===== config.mk =====
export PLATFORM = sky130hd
export DESIGN_NAME = hazard_forward_unit
export DESIGN_NICKNAME = d
export VERILOG_FILES = /design/src/rtl/hazard_pkg.sv /design/src/rtl/hazard_hit.sv /design/src/rtl/hazard_forward_unit.sv
export SDC_FILE = /design/constraint.sdc
export NUM_CORES = 1
export LEC_CHECK = 0
export ABC_AREA = 0
export BUFFER_PORTS_ARGS = -buffer_cell sky130_fd_sc_hd__buf_2
export CORE_UTILIZATION = 38
export CTS_CLUSTER_SIZE = 25
export DETAILED_ROUTE_END_ITERATION = 8
export PLACE_DENSITY_LB_ADDON = 0.1
export SYNTH_ARGS = -nofsm -noshare
export SYNTH_HDL_FRONTEND = slang
export SYNTH_SLANG_ARGS = --single-unit

===== constraint.sdc =====
create_clock -name clk -period 5.9 [get_ports clk]
set_input_delay 0.59 -clock clk [delete_from_list [all_inputs] [get_ports clk]]
set_output_delay 0.59 -clock clk [all_outputs]
set_load 0.05 [all_outputs]

===== src/rtl/hazard_pkg.sv =====
// Shared types and encodings for the pipeline hazard/forwarding controller.
package hazard_pkg;

    localparam logic [1:0] FWD_RF  = 2'b00;
    localparam logic [1:0] FWD_MEM = 2'b01;
    localparam logic [1:0] FWD_WB  = 2'b10;

    typedef struct packed {
        logic [4:0] dest;
        logic       wb;
        logic       mr;
    } stage_entry_t;

    localparam stage_entry_t BUBBLE_ENTRY = '{dest: 5'd0, wb: 1'b0, mr: 1'b0};

    // Nearer stage wins: an EX hit shadows any MEM hit on the same source.
    function automatic logic [1:0] fwd_select(input logic ex_hit, input logic mem_hit);
        logic [1:0] sel;
        sel = FWD_RF;
        if (ex_hit) begin
            sel = FWD_MEM;
        end else if (mem_hit) begin
            sel = FWD_WB;
        end
        return sel;
    endfunction

endpackage


===== src/rtl/hazard_hit.sv =====
// Source-vs-stage-entry hit detector; register 0 never hits.
module hazard_hit
    import hazard_pkg::*;
(
    input  logic [4:0]   i_src,
    input  logic         i_two_src_gate,
    input  stage_entry_t i_entry,
    output logic         o_hit
);

    logic w_unused_mr;

    assign w_unused_mr = i_entry.mr;
    assign o_hit = i_two_src_gate && (i_src != 5'd0) && i_entry.wb && (i_src == i_entry.dest);

endmodule


===== src/rtl/hazard_forward_unit.sv =====
// Hazard detection, EX forwarding selects and stall counter for the five-stage core.
// Build option: HAZARD_FORWARDING_EN enables forwarding (only load-use stalls).
module hazard_forward_unit
    import hazard_pkg::*;
#(
    parameter int unsigned CNT_W = 32
)
(
    input  logic             clk,
    input  logic             rst,
    input  logic [4:0]       src1,
    input  logic [4:0]       src2,
    input  logic             is_two_source,
    input  logic [4:0]       id_dest,
    input  logic             id_wb_en,
    input  logic             id_mem_read,
    input  logic             branch_taken,
    output logic             Freeze,
    output logic [1:0]       sel_src1,
    output logic [1:0]       sel_src2,
    output logic [CNT_W-1:0] stall_cnt
);

    localparam logic [CNT_W-1:0] CNT_ONE = {{(CNT_W-1){1'b0}}, 1'b1};

    stage_entry_t     r_ex;
    stage_entry_t     r_mem;
    stage_entry_t     w_ex_next;
    logic [CNT_W-1:0] r_stall_cnt;

    logic w_src1_ex_hit;
    logic w_src2_ex_hit;
    logic w_src1_mem_hit;
    logic w_src2_mem_hit;
    logic w_hazard;

    hazard_hit u_src1_ex (
        .i_src          (src1),
        .i_two_src_gate (1'b1),
        .i_entry        (r_ex),
        .o_hit          (w_src1_ex_hit)
    );

    hazard_hit u_src2_ex (
        .i_src          (src2),
        .i_two_src_gate (is_two_source),
        .i_entry        (r_ex),
        .o_hit          (w_src2_ex_hit)
    );

    hazard_hit u_src1_mem (
        .i_src          (src1),
        .i_two_src_gate (1'b1),
        .i_entry        (r_mem),
        .o_hit          (w_src1_mem_hit)
    );

    hazard_hit u_src2_mem (
        .i_src          (src2),
        .i_two_src_gate (is_two_source),
        .i_entry        (r_mem),
        .o_hit          (w_src2_mem_hit)
    );

`ifdef HAZARD_FORWARDING_EN
    assign w_hazard = (w_src1_ex_hit || w_src2_ex_hit) && r_ex.mr;
`else
    assign w_hazard = w_src1_ex_hit || w_src2_ex_hit || w_src1_mem_hit || w_src2_mem_hit;
`endif

    // A taken branch squashes the ID instruction, so its hazard is moot.
    assign Freeze = w_hazard && !branch_taken;

    always_comb begin
        w_ex_next = BUBBLE_ENTRY;
        if (!Freeze && !branch_taken) begin
            w_ex_next.dest = id_dest;
            w_ex_next.wb   = id_wb_en;
            w_ex_next.mr   = id_mem_read;
        end
    end

    always_ff @(posedge clk or negedge rst) begin
        if (!rst) begin
            r_ex  <= BUBBLE_ENTRY;
            r_mem <= BUBBLE_ENTRY;
        end else begin
            r_ex  <= w_ex_next;
            r_mem <= r_ex;
        end
    end

    always_ff @(posedge clk or negedge rst) begin
        if (!rst) begin
            r_stall_cnt <= '0;
        end else if (Freeze && (r_stall_cnt != '1)) begin
            r_stall_cnt <= r_stall_cnt + CNT_ONE;
        end
    end

    assign stall_cnt = r_stall_cnt;

`ifdef HAZARD_FORWARDING_EN
    logic [1:0] r_sel_src1;
    logic [1:0] r_sel_src2;

    always_ff @(posedge clk or negedge rst) begin
        if (!rst) begin
            r_sel_src1 <= FWD_RF;
            r_sel_src2 <= FWD_RF;
        end else if (Freeze || branch_taken) begin
            r_sel_src1 <= FWD_RF;
            r_sel_src2 <= FWD_RF;
        end else begin
            r_sel_src1 <= fwd_select(w_src1_ex_hit, w_src1_mem_hit);
            r_sel_src2 <= fwd_select(w_src2_ex_hit, w_src2_mem_hit);
        end
    end

    assign sel_src1 = r_sel_src1;
    assign sel_src2 = r_sel_src2;
`else
    assign sel_src1 = FWD_RF;
    assign sel_src2 = FWD_RF;
`endif

endmodule


Word level (Yosys, flattened, before mapping)

Cells that the tools add are included.

Bits in registers: 44
Output and inout bits: 37

Reductions and logical operators: 19
Muxes and demuxes: 1
$add $sub $neg: 1
Eq/ne operators: 5

Operators by type and width:

| operator              | number |
|---|---|
| $add 32x1->32 const B | 1 |
| $ne 32x32->1 const B  | 1 |
| $eq 5x5->1            | 4 |
| $logic_and 1x1->1     | 12 |
| $reduce_bool 5->1     | 2 |
| $mux 7                | 1 |
| $logic_or 1x1->1      | 3 |
| $logic_not 1->1       | 2 |

Depth between registers and ports, before layout

Gate-level depths: netlist of run 1.

Word-level depth: 11
Depth in mapped cells: 9
Depth with buffers taken out: 7

Cells and area by module

A second synthesis of run 1 with hierarchy kept.

Cells, all modules: 218
Area total of the unflattened synthesis: 2,348.5 µm²

By module, submodules not included:

| module              | cells each | area each (µm²) | instances |
|---|---|---|---|
| hazard_forward_unit | 178        | 2,043.2         | 1 |
| hazard_hit          | 10         | 76.3            | 4 |

Worst setup path after synthesis of run 1

Ideal clock, no wire load.

Path kind: input port to output port
From: input port src2[0]
To: output port Freeze
Arrival time: 2.168 ns
Setup slack: 3.142 ns
Stages: 6
Path buffers: 1
Cell sequence: or4_1 o21ai_0 o31ai_1 a32oi_1 buf_2 inv_1

Longest elaborated chain between the ends: 8

Ends and longest elaborated chain:

| item                            | RTL line                  | text |
|---|---|---|
| start, declared                 | hazard_forward_unit.sv:12 | `input logic [4:0] src2,` |
| $reduce_bool 5->1               | hazard_hit.sv:14          | `assign o_hit = i_two_src_gate && (i_src != 5'd0) && i_entry.wb && (i_src == i_entry.dest);` |
| $logic_and 1x1->1 (3 in series) | hazard_hit.sv:14          |  |
| $logic_or 1x1->1 (2 in series)  | hazard_forward_unit.sv:68 | `assign w_hazard = w_src1_ex_hit \|\| w_src2_ex_hit \|\| w_src1_mem_hit \|\| w_src2_mem_hit;` |
| $logic_or 1x1->1 (*)            | hazard_forward_unit.sv:68 |  |
| $logic_and 1x1->1 (*)           | hazard_forward_unit.sv:72 | `assign Freeze = w_hazard && !branch_taken;` |
| end, declared                   | hazard_forward_unit.sv:18 | `output logic Freeze,` |

Every way passes the cells marked *; elsewhere a longest branch is shown, timed or not.

Worst setup path in the final report of run 1

Same ends and word-level chain as after synthesis.

==> run metrics, run 1 <==
end of the worst register-to-register path=stall_cnt[1]; Yosys reg bits=44; RSZ-0062 raised after global routing=false; clk_lat worst skew=between 200 and 300 ps; final hold vios=0; Leakage=between 0.001 and 0.0015 µW; outcome=complete, no violations; Post-CTS Setup Repair Bufs=0; n_diodes=0; RR Startpoint=stall_cnt[0]; Final min period=3090 ps; synthesized area per cell=about 10 µm²; cts repair resizes=0; synthesized area=roughly 0.0023 mm²; fmax=approximately 320 MHz; initial core utilization=0.406; VDD IR max=roughly 230 µV; FF+latch area=between 0.001 and 0.0015 mm²; Max Clock Skew=about 2.7 ps; Worst Path Arrival=about 2500 ps; via count=1,768; DIE HEIGHT=between 70 and 80 µm; Boundary Pins=58; DIE AREA=around 0.0063 mm²; CP startpoint kind=primary input; Port Buffer Count=52; Min-Delay Endpoint=r_mem[1]; total gr overflow=0; post-detailed-placement half-perimeter wirelength=between 3000 and 4000 µm; global-route wire length before repair=roughly 8400 µm; fillers=between 500 and 600; multi-input combinational cell area=about 0.0011 mm²; CTS tree=done; via density per instance=roughly 5.1; Slew @ Worst Pin=974 ps; fin. max-slew vios=0; WL per Instance=approximately 14 µm; # DRC=0; initial antenna violation count=0; Mapped Cells=approximately 220; CORE AREA=between 0.005 and 0.006 mm²; CP endpoint kind=output port; Yosys Warn Count=0; Die X=about 80 µm; clock transition at the registers of the reported paths=~80 ps; Tcrit/Tclk final=0.524; Post-synth EDFFs=0; worst slew margin relative to its limit=0.351; CTS Buf Count=5; Detailed Routing Iterations Pass 1=4; Synth top area share=0.481; Final Non-Filler Cells=roughly 350; Setup CP Type=primary input to output port; H-tree level count=2; GP Congestion=0.808; DP Cell Count=between 300 and 400; Seq/Total Area, Yosys=0.481; ys flop type=dfrtp_1; worst min-delay path class=flip-flop to flip-flop; reg-to-reg slack, setup=around 3400 ps; area leader, netlist=dfrtp_1; final setup fails=0; CTS Hold Buffers Added=0; pwr/cell area=224 mW/mm²; hold depth=0; vias in the first global route=about 1,700; drt initial violations=91; antenna-violating nets left=0; fraction of layout cells with a size suffix above 1=0.255; Tot Pwr=603 µW; Total GRT Usage=0.173; site row count=27; Hold Crit Start=r_ex[1]; Final TNS setup=0 ps; top cells by area, synth=dfrtp_1 48%, xor2_1 13%, xnor2_1 5.7%, nor3_1 5.5%, nand3_1 3.5%; Worst Path Max Fanout=32; clk buf depth=2; post-synth cell types=33; clk sinks=44; Worst R2R Path Depth=6; max cap viols=0; NumNets Final=a little under 300; Area Growth Syn to Fin=17.4%; Async SR Flop Fraction=1.00; final wirelength=roughly 4900 µm; clock root buffer master=clkbuf_8; CP required=around 5300 ps; largest net degree at the start of global routing=45
## layout by cell type (no fill, tap or decap)
cell      instances
and3_4            2
or4_1             1
conb_1            4
or4_4             1
nor4_1            6
mux2_2            2
nor2_1            6
o21ai_0           1
nand4_1           8
nand3_1          16
or3_1             1
and4_4            3
ha_1              1
and2_1            2
nor3b_1           1
xnor2_1          15
clkbuf_8          7
a32oi_2           1
nand3b_1          1
nand2_1          17
nor2b_1           1
o31ai_1           2
nor3_1           25
buf_2            52
nor2_2            1
inv_1             4
dfrtp_1          44
xor2_1           35
buf_4             1
and4_1            2
a22oi_1           1
and3_1           11
## worst max-delay path, cell delays in order
cell and delay, ps:
buf_2 130, or4_1 500, o21ai_0 250, o31ai_1 170, a32oi_2 220, buf_4 350, inv_1 70, buf_2 210
## routing by layer
metal,GRT usage,share of wire
met5,0,0
met4,0.0600,0.013
met3,0.0354,0.041
met2,0.268,0.45
met1,0.239,0.50
## worst max-delay path by stage
| stage | to | from | depth (start not counted) |
|---|---|---|---|
| 2_1_floorplan | Freeze | src2[0] | 6 |
| 3_3_place_gp | Freeze | src2[0] | 8 |
| 3_5_place_dp | Freeze | src2[0] | 8 |
| 4_1_cts | Freeze | src2[0] | 8 |
| 5_1_grt | Freeze | src2[0] | 8 |
| 6_report | Freeze | src2[0] | 8 |
## area by class of cell
type,count,share of cell area
Timing Repair Buffer,53,0.0996
Clock buffer,7,0.0358
Multi-Input combinational cell,167,0.416
Tap cell,72,0.0335
Sequential cell,44,0.409
Inverter,4,0.00558
## Yosys cell counts, types with 3 or more instances
| cell type | n |
|---|---|
| xor2_1 | 35 |
| nor3_1 | 25 |
| inv_1 | 4 |
| buf_4 | 4 |
| and3_1 | 11 |
| and4_4 | 3 |
| nand2_1 | 17 |
| nor2_1 | 6 |
| dfrtp_1 | 44 |
| buf_2 | 3 |
| nor4_1 | 6 |
| nand3_1 | 16 |
| xnor2_1 | 15 |
| nand4_1 | 8 |
## metrics by stage
stage	instance area (µm²)	utilization	worst slack [ps]	hold WS [ps]
global placement	2590	0.460	2810	390
finish	2690	0.477	2810	397
CTS	2690	0.477	2800	406
global route	2690	0.477	2670	419
detailed placement	2590	0.460	2810	388
floorplan	2300	-	3140	294
## flip-flops by register name, indices dropped and copies added (netlist names)
signal and flops:
r_mem 6, r_ex 6, stall_cnt 32
## cell families after synthesis
kind of cell / Yosys count / share of synthesized area
XOR/XNOR: 50 / 0.191
multiplexers: 2 / 0.00983
flip-flops: 44 / 0.481
AO/OA/AOI/OAI: 5 / 0.0158
adder cells (fa/ha/maj): 1 / 0.00546
AND/OR/NAND/NOR: 105 / 0.256
buffers and inverters: 15 / 0.0393
other: 1 / 0.00164
## where the power goes
part | total, µW | internal, µW | leakage, µW | switching [µW]
logic | 76.1 | 25.2 | 0.000785 | 51.0
clock network | 202 | 104 | 0.0000503 | 97.6
registers | 325 | 312 | 0.000595 | 13.0
(Power assumes the default switching activity.)
==> run 2: changes to the inputs <==
--- a/config.mk
+++ b/config.mk
@@ -5,7 +5,7 @@
 export SDC_FILE = /design/constraint.sdc
 export NUM_CORES = 1
 export LEC_CHECK = 0
-export ABC_AREA = 0
+export ABC_AREA = 1
 export BUFFER_PORTS_ARGS = -buffer_cell sky130_fd_sc_hd__buf_2
 export CORE_UTILIZATION = 38
 export CTS_CLUSTER_SIZE = 25
==> constraint.sdc (replaced) <==
create_clock -name clk -period 2.7 [get_ports clk]
set_input_delay 0.27 -clock clk [delete_from_list [all_inputs] [get_ports clk]]
set_output_delay 0.27 -clock clk [all_outputs]
set_load 0.05 [all_outputs]
==> run metrics, run 2 <==
# DRC=1 (was 0); CORE AREA=0.00769 mm² (was 0.00564 mm²); clk buf depth=2 (unchanged); fraction of layout cells with a size suffix above 1=0.138 (was 0.255); crit-path cells=ha_1, nand3_4, nor2_4, nand2_1, nor3_2, nand4_2, nand3_2, nand2_1, nand2_1 (was buf_2, or4_1, o21ai_0, o31ai_1, a32oi_2, buf_4, inv_1, buf_2); Post-synth EDFFs=0 (unchanged); via count=2,924 (was 1,768); clock transition at the registers of the reported paths=80 ps (about the same); post-detailed-placement half-perimeter wirelength=6000 µm (was 3450 µm); Area Growth Syn to Fin=15.5% (was 17.4%); WL per Instance=13.0 µm (was 14.1 µm); final hold slack=123 ps (was 397 ps); pwr/cell area=435 mW/mm² (was 224 mW/mm²); CTS Hold Buffers Added=0 (unchanged); clk sinks=44 (unchanged); CP required=2940 ps (was 5310 ps); fin. max-slew vios=0 (unchanged); outcome=complete, but fails checks (was complete, no violations); worst slew margin relative to its limit=0.356 (was 0.351); drt initial violations=126 (was 91); crit path buf inv count=0 (was 4); Boundary Pins=58 (unchanged); CP max stage delay=480 ps (was 500 ps); CP startpoint kind=flip-flop (was primary input); CTS tree=done (unchanged); max reg flops=32 (unchanged); Leakage=0.00178 µW (was 0.00143 µW); Synth top cells by count=190 x nand2_1, 63 x nor2_1, 44 x dfrtp_1, 36 x inv_1, 32 x nand4_1 (was 44 x dfrtp_1, 35 x xor2_1, 25 x nor3_1, 17 x nand2_1, 16 x nand3_1); Die X=90.8 µm (was 79.6 µm); Final min period=2230 ps; Tot Pwr=1510 µW (was 603 µW); Tcrit/Tclk final=0.826; Slowest cell on crit path=dfrtp_1 (was or4_1); final setup fails=0 (unchanged); Yosys reg bits=44 (unchanged); DIE AREA=0.00824 mm² (was 0.00634 mm²); clk_lat worst skew=300 ps (was 290 ps); Max Clock Skew=4.82 ps (was 2.67 ps); Total GRT Usage=0.207 (was 0.173); antenna-violating nets left=0 (unchanged); initial antenna violation count=0 (unchanged); Yosys Warn Count=0 (unchanged); Port Buffer Count=52 (unchanged); CP top delay family=simple AND/OR/NAND/NOR gates (was buffers and inverters); RSZ-0062 raised after global routing=false (unchanged); top cells by area, synth=dfrtp_1 37%, nand2_1 24%, nor2_1 7.9%, nand4_1 6.7%, xor2_1 5.0% (was dfrtp_1 48%, xor2_1 13%, xnor2_1 5.7%, nor3_1 5.5%, nand3_1 3.5%); CTS Buf Count=5 (unchanged); most frequent cell on the critical path=nand2_1 (was buf_2); vias in the first global route=2,810 (was 1,701); synthesized area=0.00299 mm² (was 0.00229 mm²); n_diodes=0 (unchanged); clock root buffer master=clkbuf_8 (unchanged); Synth top area share=0.368 (was 0.481); initial core utilization=0.389 (was 0.406); Mapped Cells=450 (was 223); final wirelength=7830 µm (was 4910 µm); Seq/Total Area, Yosys=0.368 (was 0.481); Async SR Flop Fraction=1.00 (unchanged); largest net degree at the start of global routing=45 (unchanged); site row count=32 (was 27); post-synth cell types=22 (was 33); H-tree level count=2 (unchanged); DIE HEIGHT=90.8 µm (was 79.6 µm); Worst Path Max Fanout=31 (was 32); VDD IR max=173 µV (was 228 µV); ys flop type=dfrtp_1 (unchanged); synthesized area per cell=6.65 µm² (was 10.3 µm²); failing checks=DRC; area leader, netlist=dfrtp_1 (unchanged); NumNets Final=522 (was 297); Core Util, Final=0.450 (was 0.477); commonest non-fill, non-tap cell in the layout=nand2_1 (was buf_2); Final TNS setup=0 ps (unchanged); final hold vios=0 (unchanged); fmax=about 450 MHz; count leader, synth=nand2_1 (was dfrtp_1); fillers=863 (was 548); commonest cells after routing, fill and taps aside=190 x nand2_1, 63 x nor2_1, 52 x buf_2 (was 52 x buf_2, 44 x dfrtp_1, 35 x xor2_1); Worst Path Arrival=2470 ps (was 2500 ps); via density per instance=4.86 (was 5.10); cts repair resizes=0 (unchanged); worst min-delay path class=primary input to async pin (was flip-flop to flip-flop); GP Congestion=0.865 (was 0.808); max cap viols=0 (unchanged); total gr overflow=0 (unchanged); CP endpoint kind=flip-flop (was output port); Setup CP Type=flip-flop to flip-flop (was primary input to output port); Slew @ Worst Pin=966 ps (was 974 ps); Detailed Routing Iterations Pass 1=9 (was 4); Post-CTS Setup Repair Bufs=0 (unchanged); global-route wire length before repair=13,600 µm (was 8360 µm)
==> run 2: cell types whose count changed after synthesis, moves of 5 or more <==
cell	before	now
inv_1	4	36
xor2_1	35	17
nor3_1	25	9
nand2_1	17	190
and3_1	11	0
nand4_1	8	32
nand3b_1	1	6
nor4_1	6	0
nor2_1	6	63
==> run 2: metrics by stage <==
stage                     worst slack [ps]  instance area [µm²]  cells
after floorplan                        562                 3010    453
after global placement                 510                 3330    595
after detailed placement               449                 3330    595
after CTS                              421                 3460    602
after global routing                   161                 3460    602
final                                  470                 3460    602
==> run 2: path summary, 6_finish.rpt <==
path | from | end | slack [ps] | depth (start not counted)
worst min register to register | r_ex[1] | r_mem[1] | 420 | 0
worst max register to register | stall_cnt[0] | stall_cnt[1] | 470 | 9
worst min-delay path | rst | stall_cnt[17] | 120 | 1
min in group clk | id_wb_en | r_ex[1] | 170 | 3
worst max-delay path | stall_cnt[0] | stall_cnt[1] | 470 | 9
max in group asynchronous | rst | stall_cnt[24] | 1980 | 1
==> run 2: layer usage <==
layer / global-route usage / wire (µm) / vias up
met5: 0 / 0 / -
met4: 0.0565 / 96 / 0
met3: 0.0362 / 281 / 10
met2: 0.322 / 3500 / 57
met1: 0.293 / 3950 / 1347
li1: - / - / 1510
==> run 2: cell type report <==
class / instances / area [µm²] / share of cell area
Multi-Input combinational cell: 356 / 1670 / 0.484
Sequential cell: 44 / 1100 / 0.318
Timing Repair Buffer: 56 / 290 / 0.0839
Inverter: 37 / 139 / 0.0401
Tap cell: 102 / 128 / 0.0369
Clock buffer: 5 / 68.8 / 0.0199
Clock inverter: 2 / 60.1 / 0.0174
==> run 2: logic make-up (layout without fill, tap and decap cells) <==
logic type / count (synthesis) / after routing / share of synthesized area
flops: 44 / 44 / 0.368
simple gates: 321 / 321 / 0.463
xor+xnor: 29 / 29 / 0.0848
fa+ha+maj: 1 / 1 / 0.00418
buf+inv: 53 / 100 / 0.0773
other cells: 1 / 4 / 0.00125
compound gates: 1 / 1 / 0.00167
==> run 2: power breakdown <==
part	internal, µW	switching, µW	total, µW
Combinational	57.0	148	205
Clock	364	225	589
Sequential	681	31.2	712
==> run 2: worst reg2reg max path: stages, from the launching register on <==
cell and delay (ps):
dfrtp_1 480, ha_1 340, nand3_4 150, nor2_4 160, nand2_1 80, nor3_2 160, nand4_2 120, nand3_2 450
nand2_1 130, nand2_1 90
==> run 3: changes to the inputs <==
==> constraint.sdc (replaced) <==
create_clock -name clk -period 2.2 [get_ports clk]
set_input_delay 0.22 -clock clk [delete_from_list [all_inputs] [get_ports clk]]
set_output_delay 0.22 -clock clk [all_outputs]
set_load 0.05 [all_outputs]
==> run metrics, run 3 (synthesized netlist as in run 2, its figures left out) <==
outcome=complete, no violations (was complete, but fails checks); final hold vios=0 (unchanged); setup ws final=238 ps (was 470 ps); fin. max-slew vios=0 (unchanged); Max Clock Skew=2.64 ps (was 4.82 ps); pwr/cell area=503 mW/mm² (was 435 mW/mm²); placed cell area=0.00339 mm² (was 0.00333 mm²); reg-to-reg slack, setup=240 ps (was 470 ps); RR Startpoint=stall_cnt[1] (was stall_cnt[0]); Final TNS setup=0 ps (unchanged); Final min period=around 2000 ps; CORE AREA=0.00769 mm² (unchanged); most frequent cell on the critical path=nor2_1 (was nand2_1); hold depth=3; Worst R2R Path Depth=10 (was 9); post-detailed-placement half-perimeter wirelength=6150 µm (was 6000 µm); Tot Pwr=1770 µW (was 1510 µW); n_diodes=0 (unchanged); final setup fails=0 (unchanged); Worst Path Arrival=1740 ps (was 2470 ps); clk_lat worst skew=300 ps (about the same); CTS tree=done (unchanged); Die X=90.8 µm (unchanged); Total GRT Usage=0.204 (was 0.207); Min-Delay Endpoint=r_ex[3]; DIE HEIGHT=90.8 µm (unchanged); CP startpoint kind=flip-flop (unchanged); crit path buf inv count=2 (was 0); clk sinks=44 (unchanged); GP Congestion=0.898 (was 0.865); cts repair resizes=0 (unchanged); VDD IR max=250 µV (was 173 µV); H-tree level count=2 (unchanged); clock transition at the registers of the reported paths=80 ps (about the same); CP top delay family=simple AND/OR/NAND/NOR gates (unchanged); Setup CP Type=flip-flop to output port (was flip-flop to flip-flop); max reg flops=32 (unchanged); antenna-violating nets left=0 (unchanged); largest net degree at the start of global routing=36 (was 45); CP max stage delay=430 ps (was 480 ps); clk buf depth=2 (unchanged); clock root buffer master=clkbuf_8 (unchanged); end of the worst register-to-register path=stall_cnt[0] (was stall_cnt[1]); final wirelength=7800 µm (was 7830 µm); post-layout instance area=0.00351 mm² (was 0.00346 mm²); RSZ-0062 raised after global routing=false (unchanged); worst slack, placed=256 ps (was 449 ps); max cap viols=0 (unchanged); fillers=855 (was 863); initial core utilization=0.389 (unchanged); Detailed Routing Iterations Pass 1=7 (was 9); fraction of layout cells with a size suffix above 1=0.153 (was 0.138); fmax=510 MHz; # DRC=0 (was 1); drt initial violations=195 (was 126); worst min-delay path class=primary input to flip-flop (was primary input to async pin); global-route wire length before repair=13,300 µm (was 13,600 µm); vias in the first global route=2,799 (was 2,810); via count=2,975 (was 2,924); Crit path depth=9 (unchanged); site row count=32 (unchanged); via density per instance=4.86 (about the same); initial antenna violation count=0 (unchanged); Leakage=0.00181 µW (was 0.00178 µW); Worst Path Max Fanout=4 (was 31); final hold slack=115 ps (was 123 ps); CP required=1980 ps (was 2940 ps); WL per Instance=12.7 µm (was 13.0 µm); Area Growth Syn to Fin=17.3% (was 15.5%); CTS Buf Count=5 (unchanged); Slowest cell on crit path=dfrtp_1 (unchanged); Tcrit/Tclk final=0.892; commonest non-fill, non-tap cell in the layout=nand2_1 (unchanged); CP endpoint kind=output port (was flip-flop); Hold Crit Start=id_dest[1]; Port Buffer Count=52 (unchanged); total gr overflow=0 (unchanged); crit-path cells=xor2_1, nor2_1, nand3_1, nor2_1, nor2_1, nand2_1, inv_1, nor2_1, buf_2 (was ha_1, nand3_4, nor2_4, nand2_1, nor3_2, nand4_2, nand3_2, nand2_1, nand2_1); DIE AREA=0.00824 mm² (unchanged); commonest cells after routing, fill and taps aside=190 x nand2_1, 63 x nor2_1, 52 x buf_2 (unchanged); Boundary Pins=58 (unchanged); NumNets Final=531 (was 522)
## run 3: cell types whose count changed in the layout (fill, tap and decap cells not counted)
cell	previous run	this run
clkinvlp_4	0	1
bufinv_16	2	1
buf_4	4	12
dlygate4sd3_1	0	1
clkinv_2	0	1
## run 3: final cells by class
cell class / count / area, µm² / area share
multi-input combinational: 356 / 1670 / 0.476
inverter: 37 / 139 / 0.0395
tap: 102 / 128 / 0.0363
clock buffer: 5 / 68.8 / 0.0196
sequential: 44 / 1100 / 0.314
timing repair buffer: 65 / 360 / 0.103
clock inverter: 3 / 42.5 / 0.0121
## run 3: worst max-delay path by stage
| stage | startpoint | end | slack (ps) |
|---|---|---|---|
| after floorplan | stall_cnt[0] | stall_cnt[18] | 60 |
| after global placement | stall_cnt[1] | stall_cnt[0] | 270 |
| after detailed placement | stall_cnt[1] | stall_cnt[0] | 260 |
| after CTS | r_ex[2] | Freeze | 220 |
| after global routing | stall_cnt[1] | stall_cnt[27] | 50 |
| final | r_ex[2] | Freeze | 240 |
## run 3: worst register-to-register path: stages (launching register included)
cell     delay [ps]
dfrtp_1         390
ha_1            330
nand3_4         150
nor2_4          160
nand2_1          80
nor3_2          160
nand4_2         140
nand3_2         120
buf_4           220
nand2_1          80
nand2_1          60
## run 3: routing by layer
metal / share of wire / GRT usage / wire length (µm)
met5: 0 / 0 / 0
met4: 0.018 / 0.0685 / 141
met3: 0.045 / 0.0354 / 347
met2: 0.45 / 0.323 / 3480
met1: 0.49 / 0.280 / 3820
## run 3: timing repair
action | CTS | global route
hold endpoints to repair | 18 | 0
buffers inserted | 0 | 0
hold buffers | 1 | 0
## run 3: metrics by stage
step / instances / util
5_1_grt: 612 / 0.457
3_3_place_gp: 603 / 0.441
4_1_cts: 612 / 0.457
6_report: 612 / 0.457
3_5_place_dp: 603 / 0.441
2_1_floorplan: 453 / -
## run 3: report_power, final
group / switching [µW] / internal (µW) / leakage [µW] / total (µW)
clock: 291 / 336 / 0.0000541 / 627
combinational: 197 / 85.1 / 0.00116 / 282
sequential: 23.3 / 836 / 0.000600 / 859
